===== src/rtl/vid_pkg.sv =====
// Shared types and constants for the video raster controller and its register block.
package vid_pkg;

    localparam int CNT_W          = 13;
    localparam int PDIV_W         = 6;
    localparam int FIFO_THRESHOLD = 8;

    typedef enum logic [1:0] {
        IDLE  = 2'd0,
        PRIME = 2'd1,
        RUN   = 2'd2,
        DRAIN = 2'd3
    } raster_state_t;

    typedef struct packed {
        logic [CNT_W-1:0] hend;
        logic [CNT_W-1:0] hsize;
    } h1_t;

    typedef struct packed {
        logic [CNT_W-1:0] hsync_end;
        logic [CNT_W-1:0] hsync_start;
    } h2_t;

    typedef struct packed {
        logic [CNT_W-1:0] vend;
        logic [CNT_W-1:0] vsize;
    } v1_t;

    typedef struct packed {
        logic [CNT_W-1:0] vsync_end;
        logic [CNT_W-1:0] vsync_start;
    } v2_t;

    // Half-open window test used by both sync decoders.
    function automatic logic in_window(input logic [CNT_W-1:0] cnt,
                                       input logic [CNT_W-1:0] lo,
                                       input logic [CNT_W-1:0] hi);
        return (cnt >= lo) && (cnt < hi);
    endfunction

endpackage


===== src/rtl/vid_pix_div.sv =====
// Pixel clock divider: one-cycle tick every (pcnt+1) enabled clk cycles.
module vid_pix_div #(
    parameter int PDIV_W = 6
) (
    input  logic              clk,
    input  logic              reset_n,
    input  logic              en,
    input  logic              clr,
    input  logic [PDIV_W-1:0] pcnt,
    output logic              tick
);

    logic [PDIV_W-1:0] div_cnt;

    // Down-counter preloaded with the period so the first tick lands pcnt cycles after clr.
    always_ff @(posedge clk) begin
        if (!reset_n) begin
            div_cnt <= '0;
        end else if (clr) begin
            div_cnt <= pcnt;
        end else if (en) begin
            div_cnt <= (div_cnt == '0) ? pcnt : div_cnt - 1'b1;
        end
    end

    assign tick = en && (div_cnt == '0);

endmodule


===== src/rtl/vid_raster_ctrl.sv =====
// Raster timing generator and RGB FIFO read sequencer with one-line-ahead fetch requests.
//   state | meaning
//   IDLE  | stopped, blanking asserted, waiting for en
//   PRIME | line 0 requested, waiting for ack and then for FIFO threshold
//   RUN   | raster running, FIFO reads and line fetches active
//   DRAIN | raster running to end of frame, reads and new fetches suppressed
module vid_raster_ctrl #(
    parameter int CNT_W  = vid_pkg::CNT_W,
    parameter int PDIV_W = vid_pkg::PDIV_W
) (
    input  logic              clk,
    input  logic              reset_n,
    input  logic              en,
    input  logic [PDIV_W-1:0] pcnt,
    input  logic [CNT_W-1:0]  hsize,
    input  logic [CNT_W-1:0]  hend,
    input  logic [CNT_W-1:0]  hsync_start,
    input  logic [CNT_W-1:0]  hsync_end,
    input  logic [CNT_W-1:0]  vsize,
    input  logic [CNT_W-1:0]  vend,
    input  logic [CNT_W-1:0]  vsync_start,
    input  logic [CNT_W-1:0]  vsync_end,
    input  logic              fifo_empty,
    input  logic              fifo_threshold,
    output logic              fifo_rd,
    output logic              pix_valid,
    output logic              hsync,
    output logic              hblank,
    output logic              vsync,
    output logic              vblank,
    output logic              line_req,
    output logic [CNT_W-1:0]  line_idx,
    input  logic              line_ack,
    output logic              underflow,
    output logic              fetch_overrun,
    output logic              busy
);
    import vid_pkg::*;

    raster_state_t     state;
    raster_state_t     state_nxt;

    h1_t               h1_s;
    h2_t               h2_s;
    v1_t               v1_s;
    v2_t               v2_s;
    logic [PDIV_W-1:0] pcnt_s;

    logic [CNT_W-1:0]  hcnt;
    logic [CNT_W-1:0]  vcnt;
    logic [CNT_W-1:0]  nxt_line;

    logic              tick;
    logic              raster_on;
    logic              decode_on;
    logic              start_prime;
    logic              eol;
    logic              eof;
    logic              active;
    logic              rd_slot;
    logic              due_row;
    logic              due_eof;
    logic              req_due;
    logic [CNT_W-1:0]  req_idx;

    assign raster_on   = (state == RUN) || (state == DRAIN);
    assign decode_on   = (state_nxt == RUN) || (state_nxt == DRAIN);
    assign start_prime = (state == IDLE) && (state_nxt == PRIME);
    assign eol         = (hcnt == h1_s.hend);
    assign eof         = eol && (vcnt == v1_s.vend);
    assign active      = (hcnt < h1_s.hsize) && (vcnt < v1_s.vsize);
    assign busy        = (state != IDLE);

    vid_pix_div #(
        .PDIV_W (PDIV_W)
    ) u_pix_div (
        .clk     (clk),
        .reset_n (reset_n),
        .en      (raster_on),
        .clr     (!raster_on),
        .pcnt    (pcnt_s),
        .tick    (tick)
    );

    always_ff @(posedge clk) begin
        if (!reset_n) begin
            state <= IDLE;
        end else begin
            state <= state_nxt;
        end
    end

    // A PRIME exit (either way) waits for the line 0 request to be acked so no request is orphaned.
    always_comb begin
        state_nxt = state;
        unique case (state)
            IDLE: begin
                if (en && !line_req) begin
                    state_nxt = PRIME;
                end
            end
            PRIME: begin
                if (!line_req) begin
                    if (!en) begin
                        state_nxt = IDLE;
                    end else if (fifo_threshold) begin
                        state_nxt = RUN;
                    end
                end
            end
            RUN: begin
                if (!en) begin
                    state_nxt = (tick && eof) ? IDLE : DRAIN;
                end
            end
            DRAIN: begin
                if (tick && eof) begin
                    state_nxt = IDLE;
                end
            end
            default: state_nxt = IDLE;
        endcase
    end

    always_ff @(posedge clk) begin
        if (!reset_n) begin
            h1_s   <= '0;
            h2_s   <= '0;
            v1_s   <= '0;
            v2_s   <= '0;
            pcnt_s <= '0;
        end else if (start_prime) begin
            h1_s.hsize       <= hsize;
            h1_s.hend        <= hend;
            h2_s.hsync_start <= hsync_start;
            h2_s.hsync_end   <= hsync_end;
            v1_s.vsize       <= vsize;
            v1_s.vend        <= vend;
            v2_s.vsync_start <= vsync_start;
            v2_s.vsync_end   <= vsync_end;
            pcnt_s           <= pcnt;
        end
    end

    // Wrap on equality: from 0 the counters always reach the end value, even with an illegal config.
    always_ff @(posedge clk) begin
        if (!reset_n || !raster_on) begin
            hcnt <= '0;
            vcnt <= '0;
        end else if (tick) begin
            if (eol) begin
                hcnt <= '0;
                vcnt <= (vcnt == v1_s.vend) ? '0 : vcnt + 1'b1;
            end else begin
                hcnt <= hcnt + 1'b1;
            end
        end
    end

    always_ff @(posedge clk) begin
        if (!reset_n) begin
            hblank <= 1'b1;
            vblank <= 1'b1;
            hsync  <= 1'b0;
            vsync  <= 1'b0;
        end else if (decode_on) begin
            hblank <= !(hcnt < h1_s.hsize);
            vblank <= !(vcnt < v1_s.vsize);
            hsync  <= in_window(hcnt, h2_s.hsync_start, h2_s.hsync_end);
            vsync  <= in_window(vcnt, v2_s.vsync_start, v2_s.vsync_end);
        end else begin
            hblank <= 1'b1;
            vblank <= 1'b1;
            hsync  <= 1'b0;
            vsync  <= 1'b0;
        end
    end

    assign rd_slot   = (state == RUN) && tick && active;
    assign fifo_rd   = rd_slot && !fifo_empty;
    assign pix_valid = fifo_rd;

    always_ff @(posedge clk) begin
        if (!reset_n) begin
            underflow <= 1'b0;
        end else if (rd_slot && fifo_empty) begin
            underflow <= 1'b1;
        end
    end

    // A RUN cycle with en low is leaving RUN, so it issues no new fetch.
    assign nxt_line = vcnt + 1'b1;
    assign due_row  = (state == RUN) && en && tick && (hcnt == h1_s.hsize) && (nxt_line < v1_s.vsize);
    assign due_eof  = (state == RUN) && en && tick && eof;
    assign req_due  = start_prime || due_row || due_eof;
    assign req_idx  = (start_prime || due_eof) ? '0 : nxt_line;

    always_ff @(posedge clk) begin
        if (!reset_n) begin
            line_req      <= 1'b0;
            line_idx      <= '0;
            fetch_overrun <= 1'b0;
        end else if (req_due) begin
            if (line_req && !line_ack) begin
                fetch_overrun <= 1'b1;
            end else begin
                line_req <= 1'b1;
                line_idx <= req_idx;
            end
        end else if (line_ack) begin
            line_req <= 1'b0;
        end
    end

endmodule

===== config.mk =====
export PLATFORM = sky130hd
export DESIGN_NAME = vid_raster_ctrl
export DESIGN_NICKNAME = d
export VERILOG_FILES = /design/src/rtl/vid_pkg.sv /design/src/rtl/vid_pix_div.sv /design/src/rtl/vid_raster_ctrl.sv
export SDC_FILE = /design/constraint.sdc
export NUM_CORES = 1
export LEC_CHECK = 0
export CORE_UTILIZATION = 49
export CTS_CLUSTER_SIZE = 40
export DETAILED_ROUTE_END_ITERATION = 12
export PLACE_DENSITY = 0.77
export SLEW_MARGIN = 20
export SYNTH_ARGS = -nofsm -noshare
export SYNTH_HDL_FRONTEND = slang
export SYNTH_SLANG_ARGS = --single-unit

===== constraint.sdc =====
create_clock -name clk -period 3.2 [get_ports clk]
set_clock_uncertainty 0.15 [all_clocks]
set_input_delay 0.64 -clock clk [delete_from_list [all_inputs] [get_ports clk]]
set_output_delay 0.64 -clock clk [all_outputs]
set_load 0.02 [all_outputs]

# After elaboration in Yosys (flattened, before gate mapping)
# Cells that the tools add are included.
# W data, S select, Z words.
# op_classes
eq_ne	10
add_sub_neg	3
n_mux	16
n_bitwise	1
magnitude_cmp	7
n_reduce_logical	40
# ops
cell	n
$lt A13 B13 Y1	5
$eq A13 B13 Y1	3
$mux W13	3
$add A13 B1 Y13 const B	2
$ge A13 B13 Y1	2
$logic_and A1 B1 Y1	18
$mux W2	7
$mux W6	2
$reduce_and A2 Y1	5
$eq A2 B2 Y1 const B	4
$pmux W2 S4	1
$logic_not A1 Y1	7
$logic_not A6 Y1	1
$logic_or A1 B1 Y1	6
$sub A6 B1 Y6 const B	1
$eq A2 B1 Y1 const B	2
$reduce_bool A2 Y1	2
$mux W1	3
$logic_not A2 Y1	1
$ne A2 B2 Y1 const B	1
$not A1 Y1	1
# totals
reg_bits	164
in_bits	116
out_inout_bits	23

# Logic depth before layout (Yosys ltp)
# Gate-level depths: netlist (run 1).
# logic_depth
depth_word	13
ltp_mapped	12
mapped_depth_nobuf	12

# Hierarchy
# Synthesis (run 1) repeated with hierarchy kept, for this count alone.
# hier_totals
cells_unflattened	1124
area_unflattened_um2	9335.2
# by_module_without_submodules
mod	cells_per_inst	seq_area_each_um2	instances	area_each_um2
vid_raster_ctrl	1067	3163.0	1	8886.0
vid_pix_div	57	120.1	1	449.2

# Least setup slack after synthesis (run 1)
# OpenSTA, ideal clock, no wires.
# synth_timing
path_type	reg2reg
start	register vcnt[2]
end	register line_idx[10]
synth_period_minus_slack_ps	3070
stages_incl_launch_ff	13
setup_ps	79
t_arrival_ps	2841
path_slack_ps	130
path_cell_list	dfxtp_1 -> buf_2 -> nand3_1 -> nor2_1 -> nand3_1 -> xnor2_1 -> ha_1 -> a211oi_1 -> nand2_1 -> a211o_1 -> a211oi_4 -> nand2_1 -> o211ai_1
# synth_via
elab_chain_len	11
# synth_lines
item	line_no	text
from (decl)	vid_raster_ctrl.sv:50	logic [CNT_W-1:0] vcnt;
from (signal assigned)	vid_raster_ctrl.sv:153	vcnt <= (vcnt == v1_s.vend) ? '0 : vcnt + 1'b1;
branches (longest 11 deep; another with $add A13 B1 Y13)	-	
to (signal assigned)	vid_raster_ctrl.sv:208	line_idx <= req_idx;
to (decl)	vid_raster_ctrl.sv:32	output logic [CNT_W-1:0] line_idx,
# Several ways; the timed one is not identified.
# A chain may end at the register's enable or synchronous reset.

# Final worst setup path (run 1)
# layout_timing
start	register h1_s[10] (netlist name)
end	output pix_valid
# layout_via
elab_chain_len	4
# layout_lines
item	line_no	text
from (decl)	vid_raster_ctrl.sv:43	h1_t h1_s;
$lt A13 B13 Y1	vid_raster_ctrl.sv:71	assign active = (hcnt < h1_s.hsize) && (vcnt < v1_s.vsize);
$logic_and A1 B1 Y1	vid_raster_ctrl.sv:71	
$logic_and A1 B1 Y1	vid_raster_ctrl.sv:179	assign rd_slot = (state == RUN) && tick && active;
$logic_and A1 B1 Y1	vid_raster_ctrl.sv:180	assign fifo_rd = rd_slot && !fifo_empty;
to (decl)	vid_raster_ctrl.sv:26	output logic pix_valid,
# No other way between the ends.

==> flow_summary.json, run 1 <==
{
  "synth.distinct_cells": 58,
  "antenna_found_initial": 0,
  "cpMostUsedCell": "buf_4",
  "crit_type": "reg -> out",
  "hp-class": "reg -> reg",
  "outcome": "finished clean",
  "finalNonFillerCells": 1504,
  "antenna_left": 0,
  "dpl.hpwl_um": 16400,
  "track_usage": 0.256,
  "first_global_vias": 7631,
  "drive_above_1_share": 0.0868,
  "clk_latency_ns": 0.44,
  "start_util": 0.505,
  "pin_count": 139,
  "min_period_ns": 3.15,
  "num_vias": 8117,
  "clock_sinks": 164,
  "timing.final.ws_setup_ns": 0.0539,
  "arrival_ns": 2.36,
  "leakagePower_nw": 4.56,
  "yosys.area.top_type_share": 0.373,
  "final-max-slew-violation-count": 0,
  "cts_made_buffers": 17,
  "cts-htree-levels": 4,
  "die_y_um": 136,
  "die_area_mm2": 0.0185,
  "grt_max_degree": 118,
  "synth_seq_area_share": 0.373,
  "critPathSlowestCell": "dfxtp_1",
  "ctsLongestPathBuffers": 2,
  "required_ns": 2.41,
  "p_per_area_mw_per_mm2": 473,
  "avgSynthCellArea_um2": 7.92,
  "crit_family": "compound AO/OA/AOI/OAI gates",
  "synthTopCellsByArea": "dfxtp_1 (37%), ha_1 (13%), nand2_1 (12%), a21oi_1 (7.7%), inv_1 (3.6%)",
  "worstSetupEndpointType": "output pin",
  "synth_fp_nets": 1317,
  "rows": 48,
  "cp_num_buf_inv": 4,
  "cts-root-buf": "clkbuf_16",
  "drc": 0,
  "fillers": 1460,
  "synth_edf_count": 0,
  "cap_violations": 0,
  "io_buffers": 138,
  "reg2reg_slack_ns": 0.13,
  "dp_slack_ns": -0.00645,
  "yosysTopAreaCell": "dfxtp_1",
  "ir_worst_vdd_uv": 408,
  "tightest_slew_ns": 0.868,
  "synth_area_mm2": 0.00880,
  "ys_ff_latch": 164,
  "clk_transition_reported_paths_ns": 0.06,
  "fmax_mhz": 318,
  "yosys_warnings": 0,
  "routed_via_density": 5.40,
  "finalCritPeriodShare": 0.983,
  "synth_cells": 1110,
  "diodes": 0,
  "startpoint_type": "flip-flop",
  "synthArstFlopShare": 0,
  "gp_congestion": 0.878,
  "area_growth_syn_to_layout_pct": 29.4,
  "place_inst": 1472,
  "coreArea_mm2": 0.0174,
  "routed_wl_um": 23100,
  "hold_viol_final": 0,
  "setup_viol": 0,
  "drt_iter0_drc": 562,
  "rsz0062_at_grt": "yes",
  "grt_overflow_total": 0,
  "die_w_um": 136,
  "wl_per_cell_um": 15.4,
  "max_slew_margin": 0.421,
  "path_cells": "inv_1 > ha_4 > a2111oi_4 > buf_4 > nand2_1 > o21ai_0 > a41o_1 > nand2_1 > nor3_2 > buf_4 > buf_4",
  "cts_tree": "done",
  "critPathMaxStageDelay_ns": 0.33,
  "ys.flop_type": "dfxtp_1",
  "crit_fanout": 2,
  "firstDrtPassIters": 5,
  "grt_pass1_wl_um": 36700,
  "fin_nets": 1473
}
[where the power goes]
group          internal (mW)  total [mW]  switching (mW)
clock                   1.33        2.16           0.835
sequential              2.17        2.25          0.0770
combinational          0.441       0.973           0.532
total                   3.94        5.38            1.44
[registers in the layout, indices dropped and copies added, names as in the netlist, 13 cells and up]
| name | count |
|---|---|
| vcnt | 13 |
| line_idx | 13 |
| h2_s | 26 |
| hcnt | 13 |
| h1_s | 26 |
| v1_s | 26 |
| v2_s | 26 |
[layout make-up]
class | count | area [µm²] | area share
multi-input cells | 808 | 5080 | 0.446
flip-flops and latches | 164 | 3280 | 0.288
repair buffers | 190 | 1800 | 0.159
clock buffers | 24 | 462 | 0.0406
inverters | 85 | 320 | 0.0281
well taps | 225 | 282 | 0.0247
clock inverters | 8 | 149 | 0.0131
[placed cells by master (no fill, tap or decap), drive strengths merged, types with 9 or more instances in the layout]
cell             n
o211ai          10
a21o            10
a211oi          12
clkbuf          24
nand3           23
inv             85
dfxtp          164
nor2            41
ha              91
o21ai           21
a21oi          136
xor2            20
a31oi            9
nand2b           9
nor2b           11
clkdlybuf4s50  136
nor3            12
xnor2           33
nand2          274
nand4           30
buf             54
[metrics by stage]
step | total power [mW] | instance area (µm²) | setup TNS (ns) | hold WS (ns) | utilization
5_1_grt | 5.60 | 11400 | -0.208 | 0.322 | 0.653
3_5_place_dp | 3.23 | 10700 | -0.0126 | 0.297 | 0.613
2_1_floorplan | 2.88 | 8800 | 0 | 0.286 | -
6_report | 5.38 | 11400 | 0 | 0.304 | 0.653
4_1_cts | 5.38 | 11300 | 0 | 0.305 | 0.648
3_3_place_gp | 3.21 | 10700 | 0 | 0.293 | 0.613
[logic make-up after synthesis]
group,Yosys count,synth area share
DFF,164,0.373
xor gates and xnor gates,53,0.0528
muxes,1,0.00128
and+or+nand+nor,433,0.225
AOI/OAI and AO/OA,230,0.156
buffers and inverters,138,0.0622
adders and majority gates,91,0.129
[cell usage after synthesis (all sizes together), types with 2 or more instances]
| master | n |
|---|---|
| a41oi | 4 |
| nand2 | 274 |
| nor3 | 12 |
| nand4 | 30 |
| a21oi | 136 |
| clkbuf | 42 |
| a211oi | 12 |
| nor2b | 11 |
| nand3 | 23 |
| a21o | 10 |
| a2111oi | 2 |
| and3 | 8 |
| and2 | 8 |
| nor3b | 2 |
| a211o | 5 |
| o31ai | 2 |
| nor4b | 3 |
| nand2b | 9 |
| ha | 91 |
| or3 | 3 |
| xnor2 | 33 |
| o211ai | 10 |
| a31oi | 9 |
| nor2 | 41 |
| xor2 | 20 |
| dfxtp | 164 |
| a22o | 7 |
| and4 | 2 |
| nor4 | 3 |
| buf | 11 |
| o21a | 4 |
| inv | 85 |
| o21ai | 21 |
[worst reg2reg max path, delay by kind of cell (launching register included)]
kind / cells / cell delay, ns
AND/OR/NAND/NOR: 1 / 0.19
adder cells (fa/ha/maj): 2 / 0.52
flip-flops: 1 / 0.31
XOR/XNOR: 1 / 0.33
AO/OA/AOI/OAI: 5 / 1.18
buffers and inverters: 2 / 0.31
[timing repair]
| action | CTS | global route |
|---|---|---|
| pin swaps | 1 | 2 |
| setup buffers | 0 | 0 |
| resized for setup | 11 | 16 |
| hold buffers | 0 | 0 |
| endpoints found under the setup margin | 2 | 17 |
[routing by layer]
| layer | GRT usage | wire length, µm | up-vias |
|---|---|---|---|
| met2 | 0.412 | 10600 | 272 |
| met4 | 0.111 | 580 | 0 |
| met1 | 0.336 | 10600 | 3726 |
| met5 | 0 | 0 | - |
| met3 | 0.0433 | 1340 | 55 |
| li1 | - | - | 4064 |
[worst paths after layout]
| kind | end | cells past startpoint | start |
|---|---|---|---|
| min | h2_s[9] | 2 | h2_s[9] |
| min reg2reg | h2_s[9] | 2 | h2_s[9] |
| max reg2reg | line_idx[4] | 11 | vcnt[1] |
| max | pix_valid | 11 | h1_s[10] |
(Power assumes the default switching activity.)
==> run 2, diff against run 1 <==
- CTS_CLUSTER_SIZE: 40 -> default
==> results of run 2 <==
Final layout, timing and power as in run 1 (identical DEF).
